==> config.mk <==
export PLATFORM = sky130hd
export DESIGN_NAME = axi_settings_master
export DESIGN_NICKNAME = d
export VERILOG_FILES = /design/src/rtl/axi_settings_master.sv
export SDC_FILE = /design/constraint.sdc
export NUM_CORES = 1
export LEC_CHECK = 0
export CORE_ASPECT_RATIO = 1.25
export CORE_UTILIZATION = 42
export CTS_BUF_LIST = sky130_fd_sc_hd__clkbuf_16
export DETAILED_ROUTE_END_ITERATION = 12
export GPL_TIMING_DRIVEN = 1
export PLACE_DENSITY = 0.8
export SYNTH_ARGS = -nofsm -noshare
export SYNTH_HDL_FRONTEND = slang
export SYNTH_SLANG_ARGS = --single-unit
export TNS_END_PERCENT = 10
==> constraint.sdc <==
create_clock -name clk -period 1.81 [get_ports clk]
set_input_delay 0.362 -clock clk [delete_from_list [all_inputs] [get_ports clk]]
set_output_delay 0.362 -clock clk [all_outputs]
set_load 0.1 [all_outputs]
==> src/rtl/axi_settings_master.sv <==
// AXI4-Lite slave that turns write/read transactions into single-cycle
// settings-bus strobes. Write and read channels run as independent FSMs.
module axi_settings_master #(
  parameter int C_DATAWIDTH = 32,
  parameter int C_ADDRWIDTH = 32,
  parameter int C_PAGEWIDTH = 12
) (
  input  logic                     clk,
  input  logic                     rst,
  input  logic [C_ADDRWIDTH-1:0]   s_axi_awaddr,
  input  logic                     s_axi_awvalid,
  output logic                     s_axi_awready,
  input  logic [C_DATAWIDTH-1:0]   s_axi_wdata,
  input  logic [C_DATAWIDTH/8-1:0] s_axi_wstrb,
  input  logic                     s_axi_wvalid,
  output logic                     s_axi_wready,
  output logic [1:0]               s_axi_bresp,
  output logic                     s_axi_bvalid,
  input  logic                     s_axi_bready,
  input  logic [C_ADDRWIDTH-1:0]   s_axi_araddr,
  input  logic                     s_axi_arvalid,
  output logic                     s_axi_arready,
  output logic [C_DATAWIDTH-1:0]   s_axi_rdata,
  output logic [1:0]               s_axi_rresp,
  output logic                     s_axi_rvalid,
  input  logic                     s_axi_rready,
  output logic [C_DATAWIDTH-1:0]   set_data,
  output logic                     set_stb,
  output logic [C_ADDRWIDTH-1:0]   set_addr,
  input  logic [C_DATAWIDTH-1:0]   get_data,
  output logic                     get_stb,
  output logic [C_ADDRWIDTH-1:0]   get_addr
);

  localparam int STRBW = C_DATAWIDTH / 8;
  localparam logic [1:0] RESP_OKAY   = 2'b00;
  localparam logic [1:0] RESP_SLVERR = 2'b10;

  typedef enum logic [1:0] {W_IDLE, W_STB, W_RESP} w_state_t;
  typedef enum logic [1:0] {R_IDLE, R_STB, R_RESP} r_state_t;

  // ---------------------------------------------------------------------------
  // Write path
  // ---------------------------------------------------------------------------
  w_state_t                 w_state, w_next;
  logic                     aw_latched, w_latched;
  logic [C_PAGEWIDTH-1:0]   awaddr_q;
  logic [C_DATAWIDTH-1:0]   wdata_q;
  logic [STRBW-1:0]         wstrb_q;
  logic                     strobe_ok;
  logic [C_PAGEWIDTH-1:0]   set_page_q;
  logic [C_DATAWIDTH-1:0]   set_data_q;

  logic                     aw_hs, w_hs, both_ready;
  logic [C_PAGEWIDTH-1:0]   eff_page;
  logic [C_DATAWIDTH-1:0]   eff_data;
  logic [STRBW-1:0]         eff_strb;

  // Only the low page bits reach the settings bus; the rest are don't-care.
  logic unused_addr_bits;
  assign unused_addr_bits = ^{s_axi_awaddr[C_ADDRWIDTH-1:C_PAGEWIDTH],
                              s_axi_araddr[C_ADDRWIDTH-1:C_PAGEWIDTH]};

  assign s_axi_awready = (w_state == W_IDLE) && !aw_latched;
  assign s_axi_wready  = (w_state == W_IDLE) && !w_latched;
  assign aw_hs         = s_axi_awvalid && s_axi_awready;
  assign w_hs          = s_axi_wvalid && s_axi_wready;
  assign both_ready    = (aw_latched || aw_hs) && (w_latched || w_hs);

  // The beat that completes the pair may arrive this cycle, so take it
  // straight from the bus when it has not been latched yet.
  assign eff_page = aw_latched ? awaddr_q : s_axi_awaddr[C_PAGEWIDTH-1:0];
  assign eff_data = w_latched  ? wdata_q  : s_axi_wdata;
  assign eff_strb = w_latched  ? wstrb_q  : s_axi_wstrb;

  // Write FSM state register.
  always_ff @(posedge clk) begin
    // NOTE: sequential state uses non-blocking assignments so every register
    // samples pre-edge values regardless of block ordering.
    if (rst) w_state <= W_IDLE;
    else     w_state <= w_next;
  end

  // Write FSM next-state and strobe/response decode.
  always_comb begin
    // NOTE: every output gets a default first so no path leaves one unassigned
    // (which would infer a latch).
    w_next       = w_state;
    set_stb      = 1'b0;
    s_axi_bvalid = 1'b0;
    s_axi_bresp  = RESP_OKAY;
    unique case (w_state)
      W_IDLE: if (both_ready) w_next = W_STB;
      W_STB: begin
        set_stb = strobe_ok;
        w_next  = W_RESP;
      end
      W_RESP: begin
        s_axi_bvalid = 1'b1;
        s_axi_bresp  = strobe_ok ? RESP_OKAY : RESP_SLVERR;
        if (s_axi_bready) w_next = W_IDLE;
      end
      default: w_next = W_IDLE;
    endcase
  end

  // Write channel latches and settings-bus write registers.
  always_ff @(posedge clk) begin
    // NOTE: data registers are reset too, because they drive visible outputs
    // that must read zero out of reset.
    if (rst) begin
      aw_latched <= 1'b0;
      w_latched  <= 1'b0;
      awaddr_q   <= '0;
      wdata_q    <= '0;
      wstrb_q    <= '0;
      strobe_ok  <= 1'b0;
      set_page_q <= '0;
      set_data_q <= '0;
    end else begin
      unique case (w_state)
        W_IDLE: begin
          if (aw_hs) begin
            aw_latched <= 1'b1;
            awaddr_q   <= s_axi_awaddr[C_PAGEWIDTH-1:0];
          end
          if (w_hs) begin
            w_latched <= 1'b1;
            wdata_q   <= s_axi_wdata;
            wstrb_q   <= s_axi_wstrb;
          end
          if (both_ready) begin
            strobe_ok <= &eff_strb;
            // Partial writes are refused; the bus keeps its previous value.
            if (&eff_strb) begin
              set_page_q <= eff_page;
              set_data_q <= eff_data;
            end
          end
        end
        W_RESP: begin
          if (s_axi_bready) begin
            aw_latched <= 1'b0;
            w_latched  <= 1'b0;
          end
        end
        default: ;
      endcase
    end
  end

  assign set_addr = {{(C_ADDRWIDTH-C_PAGEWIDTH){1'b0}}, set_page_q};
  assign set_data = set_data_q;

  // ---------------------------------------------------------------------------
  // Read path
  // ---------------------------------------------------------------------------
  r_state_t               r_state, r_next;
  logic                   ar_hs;
  logic [C_PAGEWIDTH-1:0] get_page_q;
  logic [C_DATAWIDTH-1:0] rdata_q;

  assign s_axi_arready = (r_state == R_IDLE);
  assign ar_hs         = s_axi_arvalid && s_axi_arready;

  // Read FSM state register.
  always_ff @(posedge clk) begin
    if (rst) r_state <= R_IDLE;
    else     r_state <= r_next;
  end

  // Read FSM next-state and strobe/response decode.
  always_comb begin
    r_next       = r_state;
    get_stb      = 1'b0;
    s_axi_rvalid = 1'b0;
    unique case (r_state)
      R_IDLE: if (ar_hs) r_next = R_STB;
      R_STB: begin
        get_stb = 1'b1;
        r_next  = R_RESP;
      end
      R_RESP: begin
        s_axi_rvalid = 1'b1;
        if (s_axi_rready) r_next = R_IDLE;
      end
      default: r_next = R_IDLE;
    endcase
  end

  // Read address latch and capture of the responder's data during the strobe.
  always_ff @(posedge clk) begin
    if (rst) begin
      get_page_q <= '0;
      rdata_q    <= '0;
    end else begin
      if (ar_hs)              get_page_q <= s_axi_araddr[C_PAGEWIDTH-1:0];
      if (r_state == R_STB)   rdata_q    <= get_data;
    end
  end

  assign get_addr    = {{(C_ADDRWIDTH-C_PAGEWIDTH){1'b0}}, get_page_q};
  assign s_axi_rdata = rdata_q;
  assign s_axi_rresp = RESP_OKAY;

endmodule
==> results.toml <==
[run_status]
status = "finished clean"

[worst_hold_path]
min_path_type = "primary input to register"

[floorplanning]
num_rows = 48
io_pins = 278
initial_core_util = 0.4350
die_w_um = 109.7
die_h_um = 136.6
core-area_mm2 = 0.01399
die-area_mm2 = 0.01498

[timing]
rsz0062_at_grt = "no"
fmax_mhz = 572.7
relSlewSlack = 0.6089
finalSetupViolCount = 0
post-route-period-util = 0.9647
timing_hold_violations_final = 0
fin_skew_ns = 0.008933
layout_setup_ws_ns = 0.06390
worst_pin_slew_ns = 0.5866
drv_slew = 0
min_period_ns = 1.746

[clocking]
path_clk_slew_ns = 0.06
cts.sink_count = 143
cts_buffers = 17
clock_path_buffers = 2
root_buffer = "clkbuf_16"
htree_levels = 4
cts_tree = "built"
insertion_delay_ns = 0.41

[finish]
nFillCells = 1016
n_antenna_cell = 0
layout.cells.non_filler = 1059
mostFrequentLayoutCells = "nand2_1 (188), dfxtp_1 (141), a21oi_1 (139)"
fin_nets = 1010
fin_util = 0.6915
layout.cells.most_common = "nand2_1"
drive_gt1_frac = 0.2319
area_delta_synth_final_pct = 58.97

[synth]
avgSynthCellArea_um2 = 8.860
yosysUniqueCellTypes = 25
yosys_warnings = 0
synth-seq-cells = 143
synth_area_mm2 = 0.006087
ys_seq_area_frac = 0.4703
synth_cells = 687

[job]
max_cap_violations = 0

[power]
ir_drop_v = 0.0005997
p_leak_nw = 3.603
power_density_mw_per_mm2 = 972.2

[worst_setup_path]
cp-end-kind = "output pin"
cp-start-kind = "register"
critPathArrivalTime_ns = 1.38
criticalPathCategory = "register to output pin"
critPathMaxFanout = 6
critPathRequiredTime_ns = 1.45

[grt]
grt_use_total = 0.2203
grt_pass1_wl_um = 25380
antenna_found_initial = 0
grt_overflow = 0
grt_max_degree = 44
grt_pass1_vias = 5198

[drt]
dr_total_vias = 5291
routedWlPerCell_um = 15.25
final_antenna_net_count = 0
drt_iter0_drc = 232
wirelength_um = 16150
drt-pass1-iter-count = 4
vias_per_cell = 4.996
drc = 0

[placed_design]
place_inst = 1026
port_buffers = 194
hpwl_um = 11560
dp_slack_ns = -0.2300
place_congestion = 0.7599
==> path summary, 6_finish.rpt <==
path	from	to	slack (ns)	depth (start not counted)
worst max-delay path	w_state[0]	set_stb	0.06	3
worst min-delay path	rst	s_axi_rdata[16]	0.39	2
worst min register to register	wdata_q[31]	wdata_q[31]	0.45	2
worst max register to register	aw_latched	set_data[29]	0.24	5
==> cell type report <==
type,count,area [µm²],area share
clock buffers,17,425.4,0.04396
clock inverters,15,168.9,0.01746
inverters,2,7.507,0.0007758
multi-input cells,487,2789,0.2882
flip-flops and latches,143,2868,0.2964
well taps,175,219.0,0.02263
repair buffers,220,3199,0.3306
==> routing by layer <==
layer	up-vias	part of all wire	GRT usage
met2	173	0.53	0.3941
li1	2605	-	-
met4	0	0.018	0.08444
met3	20	0.069	0.06619
met1	2493	0.39	0.2414
met5	-	0	0
==> repair_timing <==
item / in CTS / in global routing
setup buffers: 1 / 0
hold buffers: 0 / 0
resized for setup: 1 / 1
endpoints found under the setup margin: 1 / 2
==> cell usage after synthesis (all sizes together) <==
master / count / area share
nand2: 189 / 0.12
dfxtp: 143 / 0.47
a21oi: 139 / 0.11
buf: 71 / 0.088
mux2i: 46 / 0.076
a211oi: 44 / 0.087
clkbuf: 26 / 0.016
nor2: 9 / 0.0055
and2: 4 / 0.0041
nor2b: 4 / 0.0041
inv: 2 / 0.0012
nand2b: 2 / 0.0021
nor3: 2 / 0.0033
and3b: 1 / 0.0014
conb: 1 / 0.00062
nand3: 1 / 0.00082
nand4b: 1 / 0.0039
nor4: 1 / 0.0021
o22ai: 1 / 0.0033
==> critical path, stage by stage, from the launching register on <==
cell,delay (ns)
dfxtp_1,0.39
buf_6,0.16
and3b_1,0.23
buf_12,0.19
==> registers in the layout, indices dropped and copies added, names as in the netlist <==
register / count
s_axi_rdata: 32
set_data: 32
wdata_q: 32
awaddr_q: 12
get_page_q: 12
set_page_q: 12
wstrb_q: 4
r_state: 2
w_state: 2
aw_latched: 1
strobe_ok: 1
w_latched: 1
==> cells by family (layout without fill, tap and decap cells) <==
group                  Yosys count  in the layout  synth area share
AND/OR/NAND/NOR                214            214            0.1439
AO/OA/AOI/OAI                  184            184            0.2047
flip-flops                     143            143            0.4703
buffers and inverters           99            254            0.1048
multiplexers                    46             46           0.07564
other                            1             43         0.0006161
==> report_power, final <==
| part | total (mW) | internal, mW | switching (mW) |
|---|---|---|---|
| logic | 2.44 | 0.816 | 1.63 |
| clock network | 3.52 | 2.16 | 1.36 |
| registers | 3.45 | 3.32 | 0.132 |
| total | 9.41 | 6.29 | 3.11 |
==> through the flow <==
| stage | cell area [µm²] | hold WS, ns | total power [mW] | TNS, ns |
|---|---|---|---|---|
| 2_1_floorplan | 6302 | 0.4360 | 5.203 | -10.90 |
| 3_3_place_gp | 9069 | 0.4408 | 5.925 | -6.336 |
| 3_5_place_dp | 9069 | 0.4489 | 5.958 | -8.617 |
| 4_1_cts | 9673 | 0.3738 | 9.490 | 0 |
| 5_1_grt | 9677 | 0.3886 | 9.742 | 0 |
| 6_report | 9677 | 0.3871 | 9.408 | 0 |
(Power assumes the default switching activity.)
